`src/rtl/rs_dispatch_unit_pkg.sv`:
```
// rs_dispatch_unit_pkg: shared widths, functional-unit codes, buffer occupancy
// states and the packed instruction record used by decode, dispatch and the
// reservation stations.
package rs_dispatch_unit_pkg;

    localparam int numRS                   = 4;
    localparam int funcUnitCodeSize        = 3;
    localparam int instFormatWidth         = 25;
    localparam int opcodeSize              = 12;
    localparam int addressWidth            = 64;
    localparam int instructionCounterWidth = 64;
    localparam int instMinIdWidth          = 7;
    localparam int PidSize                 = 20;
    localparam int TidSize                 = 16;
    localparam int regAccessPatternSize    = 2;
    localparam int bodyWidth               = 84;
    localparam int rsIdxWidth              = $clog2(numRS);

    typedef enum logic [funcUnitCodeSize-1:0] {
        FU_INT = 3'd0,
        FU_MUL = 3'd1,
        FU_MEM = 3'd2,
        FU_BR  = 3'd3
    } fu_type_e;

    typedef enum logic [1:0] {EMPTY, ONE, TWO} occupancy_e;

    typedef struct packed {
        logic [instFormatWidth-1:0]          instFormat;
        logic [opcodeSize-1:0]               opcode;
        logic [addressWidth-1:0]             address;
        logic [funcUnitCodeSize-1:0]         funcUnitType;
        logic [instructionCounterWidth-1:0]  majID;
        logic [instMinIdWidth-1:0]           minID;
        logic                                is64Bit;
        logic [PidSize-1:0]                  pid;
        logic [TidSize-1:0]                  tid;
        logic [4*regAccessPatternSize-1:0]   regAccessPatterns;
        logic [3:0]                          isRegs;
        logic [bodyWidth-1:0]                body;
    } inst_t;

    function automatic logic [numRS-1:0] rs_onehot(input logic [rsIdxWidth-1:0] idx);
        return {{(numRS-1){1'b0}}, 1'b1} << idx;
    endfunction

endpackage

```
`src/rtl/rs_dispatch_unit_if.sv`:
```
// rs_dispatch_unit_if: decode-side instruction handshake plus the
// reservation-station strobe/full bus and shared registered output fields.
//   slave  : the dispatch unit (takes *_i, drives *_o)
//   master : the surrounding decode stage / stations
interface rs_dispatch_unit_if;
    import rs_dispatch_unit_pkg::*;

    logic                                flush_i;
    logic                                enable_i;
    logic                                stall_o;
    logic [instFormatWidth-1:0]          instFormat_i;
    logic [opcodeSize-1:0]               opcode_i;
    logic [addressWidth-1:0]             address_i;
    logic [funcUnitCodeSize-1:0]         funcUnitType_i;
    logic [instructionCounterWidth-1:0]  majID_i;
    logic [instMinIdWidth-1:0]           minID_i;
    logic                                is64Bit_i;
    logic [PidSize-1:0]                  pid_i;
    logic [TidSize-1:0]                  tid_i;
    logic [4*regAccessPatternSize-1:0]   regAccessPatterns_i;
    logic [3:0]                          isRegs_i;
    logic [bodyWidth-1:0]                body_i;
    logic [numRS-1:0]                    isFull_i;
    logic [numRS-1:0]                    enable_o;
    logic [instFormatWidth-1:0]          instFormat_o;
    logic [opcodeSize-1:0]               opcode_o;
    logic [addressWidth-1:0]             address_o;
    logic [funcUnitCodeSize-1:0]         funcUnitType_o;
    logic [instructionCounterWidth-1:0]  majID_o;
    logic [instMinIdWidth-1:0]           minID_o;
    logic                                is64Bit_o;
    logic [PidSize-1:0]                  pid_o;
    logic [TidSize-1:0]                  tid_o;
    logic [4*regAccessPatternSize-1:0]   regAccessPatterns_o;
    logic [3:0]                          isRegs_o;
    logic [bodyWidth-1:0]                body_o;
    logic                                error_o;

    modport slave (
        input  flush_i, enable_i, instFormat_i, opcode_i, address_i, funcUnitType_i,
               majID_i, minID_i, is64Bit_i, pid_i, tid_i, regAccessPatterns_i,
               isRegs_i, body_i, isFull_i,
        output stall_o, enable_o, instFormat_o, opcode_o, address_o, funcUnitType_o,
               majID_o, minID_o, is64Bit_o, pid_o, tid_o, regAccessPatterns_o,
               isRegs_o, body_o, error_o
    );

    modport master (
        output flush_i, enable_i, instFormat_i, opcode_i, address_i, funcUnitType_i,
               majID_i, minID_i, is64Bit_i, pid_i, tid_i, regAccessPatterns_i,
               isRegs_i, body_i, isFull_i,
        input  stall_o, enable_o, instFormat_o, opcode_o, address_o, funcUnitType_o,
               majID_o, minID_o, is64Bit_o, pid_o, tid_o, regAccessPatterns_o,
               isRegs_o, body_o, error_o
    );

endinterface

```
`src/rtl/rs_dispatch_unit_skid_buffer.sv`:
```
// dispatch_skid_buffer: 2-entry in-order FIFO of instructions.
//   clock_i, reset_i (async, active-low); flush/push/pop controls;
//   din in; count (EMPTY/ONE/TWO) and head out.
// The caller never pushes at TWO nor pops at EMPTY.
module dispatch_skid_buffer
    import rs_dispatch_unit_pkg::*;
(
    input  logic       clock_i,
    input  logic       reset_i,
    input  logic       flush,
    input  logic       push,
    input  logic       pop,
    input  inst_t      din,
    output occupancy_e count,
    output inst_t      head
);

    occupancy_e count_nx;
    inst_t      tail;

    always_ff @(posedge clock_i or negedge reset_i)
        if (!reset_i) count <= EMPTY;
        else          count <= count_nx;

    always_comb begin
        count_nx = count;
        if (flush)              count_nx = EMPTY;
        else if (push && !pop)  count_nx = (count == EMPTY) ? ONE : TWO;
        else if (pop && !push)  count_nx = (count == TWO) ? ONE : EMPTY;
    end

    // Payload needs no reset: validity is carried entirely by count.
    always_ff @(posedge clock_i) begin
        if (push) tail <= din;
        if (pop)                          head <= (count == TWO) ? tail : din;
        else if (push && count == EMPTY)  head <= din;
    end

endmodule

```
`src/rtl/rs_dispatch_unit.sv`:
```
// rs_dispatch_unit: buffers decoded instructions and strobes the reservation
// station selected by the head's funcUnitType, in strict program order.
//   clock_i, reset_i (async, active-low), bus (rs_dispatch_unit_if.slave).
//   Optional DISPATCH_STATS_EN adds dispatchCount_o / stallCycles_o (32 bit).
module rs_dispatch_unit
    import rs_dispatch_unit_pkg::*;
(
    input  logic               clock_i,
    input  logic               reset_i,
    rs_dispatch_unit_if.slave  bus
`ifdef DISPATCH_STATS_EN
    ,
    output logic [31:0]        dispatchCount_o,
    output logic [31:0]        stallCycles_o
`endif
);

    occupancy_e            count;
    inst_t                 in_inst, head, out_q;
    logic [rsIdxWidth-1:0] tgt;
    logic [numRS-1:0]      enable_q;
    logic                  error_q, head_valid, legal, blocked, dispatch, drop, push;

    assign in_inst = '{
        instFormat:        bus.instFormat_i,
        opcode:            bus.opcode_i,
        address:           bus.address_i,
        funcUnitType:      bus.funcUnitType_i,
        majID:             bus.majID_i,
        minID:             bus.minID_i,
        is64Bit:           bus.is64Bit_i,
        pid:               bus.pid_i,
        tid:               bus.tid_i,
        regAccessPatterns: bus.regAccessPatterns_i,
        isRegs:            bus.isRegs_i,
        body:              bus.body_i
    };

    assign head_valid = count != EMPTY;
    assign tgt        = head.funcUnitType[rsIdxWidth-1:0];
    assign legal      = head.funcUnitType < funcUnitCodeSize'(numRS);
    assign blocked    = head_valid && legal && bus.isFull_i[tgt];
    // Flush overrides both a dispatch and an illegal-type drop at the same edge.
    assign dispatch   = head_valid && legal && !bus.isFull_i[tgt] && !bus.flush_i;
    assign drop       = head_valid && !legal && !bus.flush_i;
    assign push       = bus.enable_i && count != TWO && !bus.flush_i;
    assign bus.stall_o = count == TWO;

    dispatch_skid_buffer u_buf (
        .clock_i (clock_i),
        .reset_i (reset_i),
        .flush   (bus.flush_i),
        .push    (push),
        .pop     (dispatch || drop),
        .din     (in_inst),
        .count   (count),
        .head    (head)
    );

    always_ff @(posedge clock_i or negedge reset_i)
        if (!reset_i) begin
            enable_q <= '0;
            error_q  <= 1'b0;
            out_q    <= '0;
        end else begin
            enable_q <= dispatch ? rs_onehot(tgt) : '0;
            error_q  <= drop;
            if (dispatch) out_q <= head;
        end

    assign bus.enable_o            = enable_q;
    assign bus.error_o             = error_q;
    assign bus.instFormat_o        = out_q.instFormat;
    assign bus.opcode_o            = out_q.opcode;
    assign bus.address_o           = out_q.address;
    assign bus.funcUnitType_o      = out_q.funcUnitType;
    assign bus.majID_o             = out_q.majID;
    assign bus.minID_o             = out_q.minID;
    assign bus.is64Bit_o           = out_q.is64Bit;
    assign bus.pid_o               = out_q.pid;
    assign bus.tid_o               = out_q.tid;
    assign bus.regAccessPatterns_o = out_q.regAccessPatterns;
    assign bus.isRegs_o            = out_q.isRegs;
    assign bus.body_o              = out_q.body;

`ifdef DISPATCH_STATS_EN
    // Counters survive flush; only reset clears them.
    always_ff @(posedge clock_i or negedge reset_i)
        if (!reset_i) begin
            dispatchCount_o <= '0;
            stallCycles_o   <= '0;
        end else begin
            dispatchCount_o <= dispatchCount_o + 32'(dispatch);
            stallCycles_o   <= stallCycles_o + 32'(blocked);
        end
`endif

endmodule

```
`src/flat_wrapper.sv`:
```
// flat-port wrapper written by rule: the top's interface ports become plain ports
module rs_dispatch_unit_flat import rs_dispatch_unit_pkg::*;
  (clock_i, reset_i, bus_flush_i, bus_enable_i, bus_instFormat_i, bus_opcode_i, bus_address_i, bus_funcUnitType_i, bus_majID_i, bus_minID_i, bus_is64Bit_i, bus_pid_i, bus_tid_i, bus_regAccessPatterns_i, bus_isRegs_i, bus_body_i, bus_isFull_i, bus_stall_o, bus_enable_o, bus_instFormat_o, bus_opcode_o, bus_address_o, bus_funcUnitType_o, bus_majID_o, bus_minID_o, bus_is64Bit_o, bus_pid_o, bus_tid_o, bus_regAccessPatterns_o, bus_isRegs_o, bus_body_o, bus_error_o);
  rs_dispatch_unit_if bus_i ();
  input  logic clock_i;
  input  logic reset_i;
  input wire logic [$bits(bus_i.flush_i)-1:0] bus_flush_i;
  input wire logic [$bits(bus_i.enable_i)-1:0] bus_enable_i;
  input wire logic [$bits(bus_i.instFormat_i)-1:0] bus_instFormat_i;
  input wire logic [$bits(bus_i.opcode_i)-1:0] bus_opcode_i;
  input wire logic [$bits(bus_i.address_i)-1:0] bus_address_i;
  input wire logic [$bits(bus_i.funcUnitType_i)-1:0] bus_funcUnitType_i;
  input wire logic [$bits(bus_i.majID_i)-1:0] bus_majID_i;
  input wire logic [$bits(bus_i.minID_i)-1:0] bus_minID_i;
  input wire logic [$bits(bus_i.is64Bit_i)-1:0] bus_is64Bit_i;
  input wire logic [$bits(bus_i.pid_i)-1:0] bus_pid_i;
  input wire logic [$bits(bus_i.tid_i)-1:0] bus_tid_i;
  input wire logic [$bits(bus_i.regAccessPatterns_i)-1:0] bus_regAccessPatterns_i;
  input wire logic [$bits(bus_i.isRegs_i)-1:0] bus_isRegs_i;
  input wire logic [$bits(bus_i.body_i)-1:0] bus_body_i;
  input wire logic [$bits(bus_i.isFull_i)-1:0] bus_isFull_i;
  output wire logic [$bits(bus_i.stall_o)-1:0] bus_stall_o;
  output wire logic [$bits(bus_i.enable_o)-1:0] bus_enable_o;
  output wire logic [$bits(bus_i.instFormat_o)-1:0] bus_instFormat_o;
  output wire logic [$bits(bus_i.opcode_o)-1:0] bus_opcode_o;
  output wire logic [$bits(bus_i.address_o)-1:0] bus_address_o;
  output wire logic [$bits(bus_i.funcUnitType_o)-1:0] bus_funcUnitType_o;
  output wire logic [$bits(bus_i.majID_o)-1:0] bus_majID_o;
  output wire logic [$bits(bus_i.minID_o)-1:0] bus_minID_o;
  output wire logic [$bits(bus_i.is64Bit_o)-1:0] bus_is64Bit_o;
  output wire logic [$bits(bus_i.pid_o)-1:0] bus_pid_o;
  output wire logic [$bits(bus_i.tid_o)-1:0] bus_tid_o;
  output wire logic [$bits(bus_i.regAccessPatterns_o)-1:0] bus_regAccessPatterns_o;
  output wire logic [$bits(bus_i.isRegs_o)-1:0] bus_isRegs_o;
  output wire logic [$bits(bus_i.body_o)-1:0] bus_body_o;
  output wire logic [$bits(bus_i.error_o)-1:0] bus_error_o;
  assign bus_i.flush_i = bus_flush_i;
  assign bus_i.enable_i = bus_enable_i;
  assign bus_i.instFormat_i = bus_instFormat_i;
  assign bus_i.opcode_i = bus_opcode_i;
  assign bus_i.address_i = bus_address_i;
  assign bus_i.funcUnitType_i = bus_funcUnitType_i;
  assign bus_i.majID_i = bus_majID_i;
  assign bus_i.minID_i = bus_minID_i;
  assign bus_i.is64Bit_i = bus_is64Bit_i;
  assign bus_i.pid_i = bus_pid_i;
  assign bus_i.tid_i = bus_tid_i;
  assign bus_i.regAccessPatterns_i = bus_regAccessPatterns_i;
  assign bus_i.isRegs_i = bus_isRegs_i;
  assign bus_i.body_i = bus_body_i;
  assign bus_i.isFull_i = bus_isFull_i;
  assign bus_stall_o = bus_i.stall_o;
  assign bus_enable_o = bus_i.enable_o;
  assign bus_instFormat_o = bus_i.instFormat_o;
  assign bus_opcode_o = bus_i.opcode_o;
  assign bus_address_o = bus_i.address_o;
  assign bus_funcUnitType_o = bus_i.funcUnitType_o;
  assign bus_majID_o = bus_i.majID_o;
  assign bus_minID_o = bus_i.minID_o;
  assign bus_is64Bit_o = bus_i.is64Bit_o;
  assign bus_pid_o = bus_i.pid_o;
  assign bus_tid_o = bus_i.tid_o;
  assign bus_regAccessPatterns_o = bus_i.regAccessPatterns_o;
  assign bus_isRegs_o = bus_i.isRegs_o;
  assign bus_body_o = bus_i.body_o;
  assign bus_error_o = bus_i.error_o;
  rs_dispatch_unit u_core (.clock_i(clock_i), .reset_i(reset_i), .bus(bus_i));
endmodule
```
`config.mk`:
```
export PLATFORM = sky130hd
export DESIGN_NAME = rs_dispatch_unit_flat
export DESIGN_NICKNAME = d
export VERILOG_FILES = /design/src/rtl/rs_dispatch_unit_pkg.sv /design/src/rtl/rs_dispatch_unit_if.sv /design/src/rtl/rs_dispatch_unit_skid_buffer.sv /design/src/rtl/rs_dispatch_unit.sv /design/src/flat_wrapper.sv
export SDC_FILE = /design/constraint.sdc
export NUM_CORES = 1
export LEC_CHECK = 0
export ABC_AREA = 0
export CORE_MARGIN = 4
export CORE_UTILIZATION = 49
export CTS_BUF_LIST = sky130_fd_sc_hd__clkbuf_2 sky130_fd_sc_hd__clkbuf_4 sky130_fd_sc_hd__clkbuf_8
export CTS_CLUSTER_DIAMETER = 40
export DETAILED_ROUTE_END_ITERATION = 7
export GPL_TIMING_DRIVEN = 1
export PLACE_DENSITY = 0.78
export SYNTH_ARGS = -nofsm -noshare
export SYNTH_HDL_FRONTEND = slang
export SYNTH_SLANG_ARGS = --single-unit
export TNS_END_PERCENT = 1
```
`constraint.sdc`:
```
create_clock -name clock_i -period 22.1 [get_ports clock_i]
set_clock_uncertainty 0.15 [all_clocks]
set_input_delay 5.525 -clock clock_i [delete_from_list [all_inputs] [get_ports clock_i]]
set_output_delay 5.525 -clock clock_i [all_outputs]
set_load 0.03 [all_outputs]
```
==> reports/qor.yml, run 1 <==
worst_setup_path:
  cp_num_buf_inv: 3
  crit_arrival_ns: 9.46
  critPathMaxStageDelay_ns: 0.87
  critical-path-top-delay-family: "buffers and inverters"
  crit_cells: 6
  worstPathMaxFanout: 73
  startpoint_type: "input pin"
  worst_path_max_delay_cell: "buf_4"
  required_ns: 22.58
  cpMostUsedCell: "buf_4"
  crit_type: "input pin to flop"
  end_kind: "flop"
  rr_worst_depth: 6
  cp_cell_sequence: "clkdlybuf4s50_1, nor3_1, o21a_4, buf_4, buf_4, mux2_2"
finish:
  final_cell_mix: "628 x clkdlybuf4s50_1, 616 x edfxtp_1, 416 x mux2_2"
  final_common_cell: "clkdlybuf4s50_1"
  drive_above_1_share_pct: 36.65
  area_growth_pct: 29.17
  stdcell_count: 3470
  nets: 2699
clock_tree:
  cts-root-buf: "clkbuf_8"
  cts_setup_buffers: 0
  cts.sinks: 931
  clock_path_buffers: 3
  clkLatencyLatePin_ns: 0.77
  ctsResizeCount: 0
  numCtsBuffers: 156
  htree_num_levels: 4
  cts.reportedPaths.clkPinSlew_ns: 0.06
  cts_tree: "done"
  postCtsHoldBufs: 0
power_and_ir_drop:
  finalPower_uw: 5088
  pwr-share-clk_pct: 31.1
  p_leak_uw: 0.01699
  power_frac_comb_pct: 24.2
  p_sw_share_pct: 29.37
  switchingPower_uw: 1494
  powerDensity_nw_per_um2: 112.2
  intPower_uw: 3594
  seqPwrFrac_pct: 44.7
  peakVddDrop_mv: 0.09133
outcome:
  status: "finished, final reports clean"
routing:
  routed_wl_microns: 77260
  dr_total_vias: 17560
  drt_pass1_iterations: 7
  ant_nets: 0
  routedWlPerCell_microns: 22.26
  post-route-drc-count: 0
  initialDrtViolationCount: 989
  via_per_inst: 5.059
global_route:
  grt-ovfl-total: 0
  grt_first_pass_wirelength_microns: 115100
  grt_pass1_vias: 19330
  grt_antenna_before_repair: 21
  grtUsageTotal_pct: 19.93
  grt_max_degree: 166
job:
  maxCapViolations: 0
yosys:
  synth_top_family_by_area: "multiplexers"
  synth_top_area_cell: "edfxtp_1"
  synth-seq-cells: 931
  synth_compound_area_share_pct: 0.1426
  synth.mux.area_fraction_pct: 21.94
  netlist.area_leader.share_pct: 52.69
  yosysSeqAreaShare_pct: 75.14
  syn-num-nets: 1961
  synth_cell_types: 24
  synthSimpleGateAreaFrac_pct: 0.3279
  synthAdderAreaFrac_pct: 0.02851
  netlist_area_sq_um: 35110
  synth.area.top_cells: "edfxtp_1 53%, dfrtp_1 22%, mux2_2 13%"
  synth_xor_area_share_pct: 0
  yosysWarningCount: 0
  synthCells: 1645
  postSynthAreaPerCell_sq_um: 21.34
die:
  pin_count: 630
  dieWidth_microns: 275.7
  fp.dieH_microns: 275.7
  floorplan.die_area_sq_um: 75990
  num_rows: 97
  core_sq_um: 70510
  initial_utilization_pct: 49.79
timing:
  drv_slew: 0
  whs_ns: 0.2995
  tightest_slew_ns: 1.224
  worst_slack_ns: 13.12
  grt_setup_unrepaired: "no"
  min_period_ns: 8.985
  slew_headroom_pct: 18.42
  hold_viol_final: 0
  finalCritPeriodShare_pct: 40.65
  max_freq_mhz: 111.3
  final-setup-viol-count: 0
hold_path:
  whs_path_depth: 1
  hold_path_class: "flop to flop"
placed_design:
  numPortBuffers: 629
  pre_cts_ws_ns: 12.35
  gp_congestion: 0.8126
  dp_cells: 3165
  dp_hpwl_microns: 50650
-- logic make-up (layout without fill, tap and decap cells) --
group / Yosys count / after routing
flip-flops: 931 / 931
multiplexers: 617 / 617
AO/OA/AOI/OAI: 6 / 6
other: 0 / 14
adder cells (fa/ha/maj): 1 / 1
buffers and inverters: 70 / 941
AND/OR/NAND/NOR: 20 / 20
-- power by group through the flow --
stage	registers (uW)	clock network (uW)	logic, uW
detailed placement	2310	0	1240
finish	2280	1580	1230
floorplan	2710	0	245
global route	2300	1710	1280
global placement	2290	0	1220
CTS	2280	1630	1250
-- stage by stage --
stage	util [%]	TNS (ns)	instance area, sq um
final	64.31	0	45350
after global routing	64.30	0	45340
after CTS	64.26	0	45310
after detailed placement	59.50	0	41960
after global placement	59.50	0	41960
after floorplan	-	-7.096	35110
-- worst reg2reg max path, stage by stage, from the launching register on --
cell and delay (ns):
edfxtp_1 0.49, mux2_2 0.41, nor2_1 0.14, o21a_4 0.52, buf_4 0.88, buf_4 0.93, mux2_2 0.52
-- Yosys cell counts --
master / n
buf_12: 22
nand2_1: 3
inv_1: 2
buf_6: 23
buf_4: 11
or3b_2: 1
nor3_1: 2
nor3b_1: 3
buf_2: 12
maj3_1: 1
mux2_2: 416
nor2_1: 6
dfrtp_1: 315
a21oi_1: 1
and3b_1: 1
nor2b_1: 2
o21a_1: 1
o21ai_0: 2
edfxtp_1: 616
nor4b_1: 1
a31oi_1: 1
mux2_4: 201
and4b_1: 1
a22oi_4: 1
-- path summary, 6_finish.rpt --
kind,from,to,slack [ns]
max,bus_flush_i,u_core.bus.majID_o[24],13.12
min,u_core.u_buf.head[8],u_core.bus.body_o[8],0.30
max reg2reg,u_core.u_buf.head[205],u_core.bus.majID_o[24],17.93
min reg2reg,u_core.u_buf.head[8],u_core.bus.body_o[8],0.30
max in group asynchronous,reset_i,u_core.bus.address_o[61],15.25
min in group asynchronous,reset_i,u_core.bus.body_o[45],4.57
-- cell type report --
class                   count  area, sq um
clock inverters            41        340.3
repair buffers            648         6481
multi-input cells         644         7911
fillers                  4802        25170
well taps                 940         1176
flip-flops and latches    931        26380
diodes                     14        35.03
clock buffers             250         3015
inverters                   2        7.507
-- sequential cells by signal (all words and copies together) (netlist names) --
name	count
u_core.bus.funcUnitType_o	3
u_core.bus.enable_o	4
u_core.u_buf.tail	308
u_core.bus.opcode_o	12
u_core.bus.address_o	64
u_core.bus.is64Bit_o	1
u_core.bus.instFormat_o	25
u_core.bus.error_o	1
u_core.bus.regAccessPatterns_o	8
u_core.bus.isRegs_o	4
u_core.bus.tid_o	16
u_core.u_buf.count	2
u_core.bus.body_o	84
u_core.u_buf.head	308
u_core.bus.minID_o	7
u_core.bus.pid_o	20
u_core.bus.majID_o	64
-- routing by layer --
layer	up-vias	routed length [microns]	global-route usage (%)
li1	7841	-	-
met1	8945	28460	22.56
met2	610	40290	34.41
met3	148	6081	6.980
met4	12	2356	8.530
met5	-	76	0
Power figures use the tool's default switching activity.
==> run 2: changes to the inputs <==
- CORE_UTILIZATION: 49 -> 54
- PLACE_DENSITY: 0.78 -> 0.82
- clock period: 22.1 -> 8.45 ns (I/O delays scaled with it)
==> reports/qor.yml, run 2 (same netlist as run 1, synthesis figures left out) <==
outcome:
  status: "finished, final reports clean"
routing:
  drt_pass1_iterations: 5
  via_per_inst: 5.310
  post-route-drc-count: 0
  dr_total_vias: 17930
  ant_nets: 0
  routedWlPerCell_microns: 23.89
  routed_wl_microns: 80670
  initialDrtViolationCount: 1220
global_route:
  grt_pass1_vias: 19850
  met2_usage_pct: 39.01
  grt_busiest_layer: "met2"
  use_met3_pct: 7.907
  grt_antenna_before_repair: 26
  grt_max_degree: 161
  grt_use_met1_pct: 25.58
  grt_first_pass_wirelength_microns: 121200
  grt-ovfl-total: 0
  grtUsageTotal_pct: 22.86
worst_setup_path:
  worstPathMaxFanout: 160
  rr_worst_depth: 6
  crit_type: "input pin to flop"
  startpoint_type: "input pin"
  end_kind: "flop"
  crit_arrival_ns: 4.83
  required_ns: 8.64
placed_design:
  dp_hpwl_microns: 51710
  numPortBuffers: 629
  gp_congestion: 0.8204
  dp_cells: 3079
  place_area_sq_um: 41890
hold_path:
  hold_path_class: "flop to flop"
  whs_path_depth: 1
die:
  fp.dieH_microns: 263.0
  core_sq_um: 64350
  dieWidth_microns: 263.0
  pin_count: 630
  initial_utilization_pct: 54.56
  floorplan.die_area_sq_um: 69160
  num_rows: 93
power_and_ir_drop:
  finalPower_uw: 13180
  peakVddDrop_mv: 0.1862
  powerDensity_nw_per_um2: 292.3
  p_leak_uw: 0.01688
finish:
  nets: 2690
  drive_above_1_share_pct: 36.19
  area_growth_pct: 28.42
  stdcell_count: 3377
  final_common_cell: "clkdlybuf4s50_1"
  fin_area_sq_um: 45090
  final_cell_mix: "628 x clkdlybuf4s50_1, 616 x edfxtp_1, 416 x mux2_2"
  fill_cells: 3848
timing:
  tightest_slew_ns: 1.132
  max_freq_mhz: 215.5
  grt_setup_unrepaired: "no"
  final-setup-viol-count: 0
  hold_viol_final: 0
  min_period_ns: 4.639
  whs_ns: 0.3065
  drv_slew: 0
  finalCritPeriodShare_pct: 54.90
  slew_headroom_pct: 24.52
clock_tree:
  numCtsBuffers: 148
  clkLatencyLatePin_ns: 0.76
  cts.reportedPaths.clkPinSlew_ns: 0.06
  postCtsHoldBufs: 0
  htree_num_levels: 4
  cts-root-buf: "clkbuf_8"
  clock_path_buffers: 3
  cts.sinks: 931
  cts_tree: "done"
  cts_setup_buffers: 0
  ctsResizeCount: 0
job:
  maxCapViolations: 0
run 2: worst max-delay path, stage by stage:
cell and delay (ns):
clkdlybuf4s50_1 0.43, mux2_4 0.31, a22oi_4 0.22, o21ai_0 0.19, a21oi_4 0.22, buf_4 0.42, buf_12 0.57
run 2: worst paths after layout:
path | from | end | slack, ns
max | bus_isFull_i[1] | u_core.u_buf.head[90] | 3.81
min | u_core.u_buf.head[191] | u_core.bus.majID_o[51] | 0.31
max reg2reg | u_core.u_buf.head[205] | u_core.u_buf.head[90] | 5.04
min reg2reg | u_core.u_buf.head[191] | u_core.bus.majID_o[51] | 0.31
max in group asynchronous | reset_i | u_core.bus.majID_o[25] | 5.35
min in group asynchronous | reset_i | u_core.bus.instFormat_o[20] | 1.22
run 2: layer usage:
metal  vias up  share of wire [%]
li1       7823                  -
met1      9224                 36
met2       697                 53
met3       180                7.5
met4         8                4.3
met5         -              0.062
run 2: cell type report:
cell class | instances | area [sq um] | share of cell area, %
Clock buffer | 233 | 2788 | 6.183
Multi-Input combinational cell | 644 | 7911 | 17.55
Inverter | 2 | 7.507 | 0.01665
Clock inverter | 41 | 345.3 | 0.7659
Tap cell | 855 | 1070 | 2.373
Sequential cell | 931 | 26380 | 58.51
Timing Repair Buffer | 647 | 6524 | 14.47
Antenna cell | 24 | 60.06 | 0.1332
run 2: power by group:
group / internal [uW] / switching [uW] / leakage, uW
Sequential: 5600 / 361 / 0.00963
Clock: 2210 / 1760 / 0.00167
Combinational: 1450 / 1800 / 0.00558
Total: 9260 / 3920 / 0.0169
run 2: through the flow:
stage	setup slack, ns	utilization, %	setup TNS, ns
floorplan	-2.042	-	-628.85
global placement	3.184	65.10	0
detailed placement	3.128	65.10	0
CTS	3.864	69.97	0
global route	3.773	70.05	0
finish	3.811	70.07	0
==> run 3: changes to the inputs <==
- CORE_UTILIZATION: 54 -> 49
- PLACE_DENSITY: 0.82 -> 0.78
- clock period: 8.45 -> 3.7 ns (I/O delays scaled with it)
==> reports/qor.yml, run 3 (same netlist as run 1, synthesis figures left out) <==
outcome:
  status: "finished, final reports clean"
routing:
  drt_pass1_iterations: 5
  post-route-drc-count: 0
  routed_wl_microns: 80040
  dr_total_vias: 17990
  initialDrtViolationCount: 1105
  routedWlPerCell_microns: 22.72
  via_per_inst: 5.107
  ant_nets: 0
timing:
  hold_viol_final: 0
  tightest_slew_ns: 0.9036
  finalCritPeriodShare_pct: 90.84
  drv_slew: 0
  worst_slack_ns: 0.3390
  max_freq_mhz: 297.5
  min_period_ns: 3.361
  slew_headroom_pct: 39.76
  setup_tns_ns: 0
  grt_setup_unrepaired: "no"
  final-setup-viol-count: 0
finish:
  drive_above_1_share_pct: 37.51
  multi_input_area_sq_um: 7911
  stdcell_count: 3523
  final_cell_mix: "628 x clkdlybuf4s50_1, 616 x edfxtp_1, 416 x mux2_2"
  final_util_pct: 65.21
  nets: 2754
  area_growth_pct: 30.97
  regArea_sq_um: 26380
  fill_cells: 4592
  fin_area_sq_um: 45980
  final_common_cell: "clkdlybuf4s50_1"
clock_tree:
  cts_setup_buffers: 0
  cts.reportedPaths.clkPinSlew_ns: 0.07
  clkLatencyLatePin_ns: 0.77
  htree_num_levels: 4
  clock_path_buffers: 3
  cts_tree: "done"
  cts.sinks: 931
  numCtsBuffers: 151
  cts-root-buf: "clkbuf_8"
placed_design:
  place_area_sq_um: 42760
  pre_cts_ws_ns: 0.2266
  dp_hpwl_microns: 55310
  dp_cells: 3224
  gp_congestion: 0.8228
  numPortBuffers: 629
global_route:
  grt_pass1_vias: 19660
  grt_max_degree: 89
  grt_antenna_before_repair: 18
  grtUsageTotal_pct: 20.68
  grt_first_pass_wirelength_microns: 118100
  grt-ovfl-total: 0
worst_setup_path:
  worstPathMaxFanout: 5
  critPathMaxStageDelay_ns: 0.78
  startpoint_type: "flop"
  end_kind: "output port"
  required_ns: 2.62
  crit_arrival_ns: 2.29
  crit_type: "flop to output port"
  cp_num_buf_inv: 1
  critical-path-top-delay-family: "buffers and inverters"
  worst_path_max_delay_cell: "clkdlybuf4s50_1"
  cp_cell_sequence: "nor2_1, clkdlybuf4s50_1"
  critPathLaunch: "u_core.u_buf.count[0]"
  r2r_start: "u_core.u_buf.head[205]"
die:
  dieWidth_microns: 275.7
  core_sq_um: 70510
  initial_utilization_pct: 49.79
  num_rows: 97
  floorplan.die_area_sq_um: 75990
  pin_count: 630
  fp.dieH_microns: 275.7
power_and_ir_drop:
  peakVddDrop_mv: 0.6389
  p_leak_uw: 0.01728
  powerDensity_nw_per_um2: 657.0
hold_path:
  hold_path_class: "flop to flop"
  min-delay-start: "u_core.u_buf.head[182]"
job:
  maxCapViolations: 0
run 3: changes by cell type in the layout (fill, tap and decap cells not counted), sizes merged:
cell         delta
buf            +60
clkinv          +3
clkinvlp        +2
diode           -8
dlygate4sd3     +1
inv             +3
run 3: what timing repair did:
action	CTS	global route
hold endpoints to repair	0	1
resized for setup	0	0
hold buffers	0	1
run 3: final cells by class:
| class | count | area share [%] |
|---|---|---|
| diodes | 16 | 0.08708 |
| well taps | 940 | 2.558 |
| clock inverters | 49 | 0.8681 |
| repair buffers | 708 | 15.87 |
| clock buffers | 233 | 6.022 |
| flip-flops and latches | 931 | 57.37 |
| multi-input cells | 644 | 17.21 |
| inverters | 2 | 0.01633 |
run 3: stage by stage:
step,total power (uW),hold WS [ns]
6_report,30210,0.2823
5_1_grt,31460,0.3065
4_1_cts,30560,0.003834
3_5_place_dp,21300,0.3116
3_3_place_gp,21070,0.3053
2_1_floorplan,17510,0.3038
run 3: path summary, 6_finish.rpt:
path,to,slack (ns),cells past startpoint
max,bus_stall_o,0.34,2
min,u_core.bus.majID_o[42],0.28,1
max reg2reg,u_core.u_buf.head[224],1.00,6
min reg2reg,u_core.bus.majID_o[42],0.28,1
max in group asynchronous,u_core.bus.address_o[10],1.81,3
min in group asynchronous,u_core.bus.body_o[39],0.59,2
run 3: per-layer routing:
metal | global-route usage (%) | vias up | wire length [microns] | share of wire [%]
met3 | 6.598 | 162 | 5600 | 7.0
met2 | 35.33 | 593 | 41780 | 52
li1 | - | 7947 | - | -
met5 | 0 | - | 43 | 0.054
met1 | 24.19 | 9283 | 30190 | 38
met4 | 8.840 | 6 | 2423 | 3.0
run 3: report_power, final:
group / switching, uW / total, uW / internal, uW / leakage [uW]
logic: 4030 / 7410 / 3380 / 0.00598
registers: 862 / 13600 / 12800 / 0.00963
clock network: 4110 / 9160 / 5050 / 0.00167
run 3: worst reg2reg max path: cells and delay by family (launching register included):
kind | cells | cell delay [ns]
AOI/OAI and AO/OA | 1 | 0.19
buffers and inverters | 2 | 0.56
DFF | 1 | 0.51
muxes | 2 | 0.78
and+or+nand+nor | 1 | 0.28
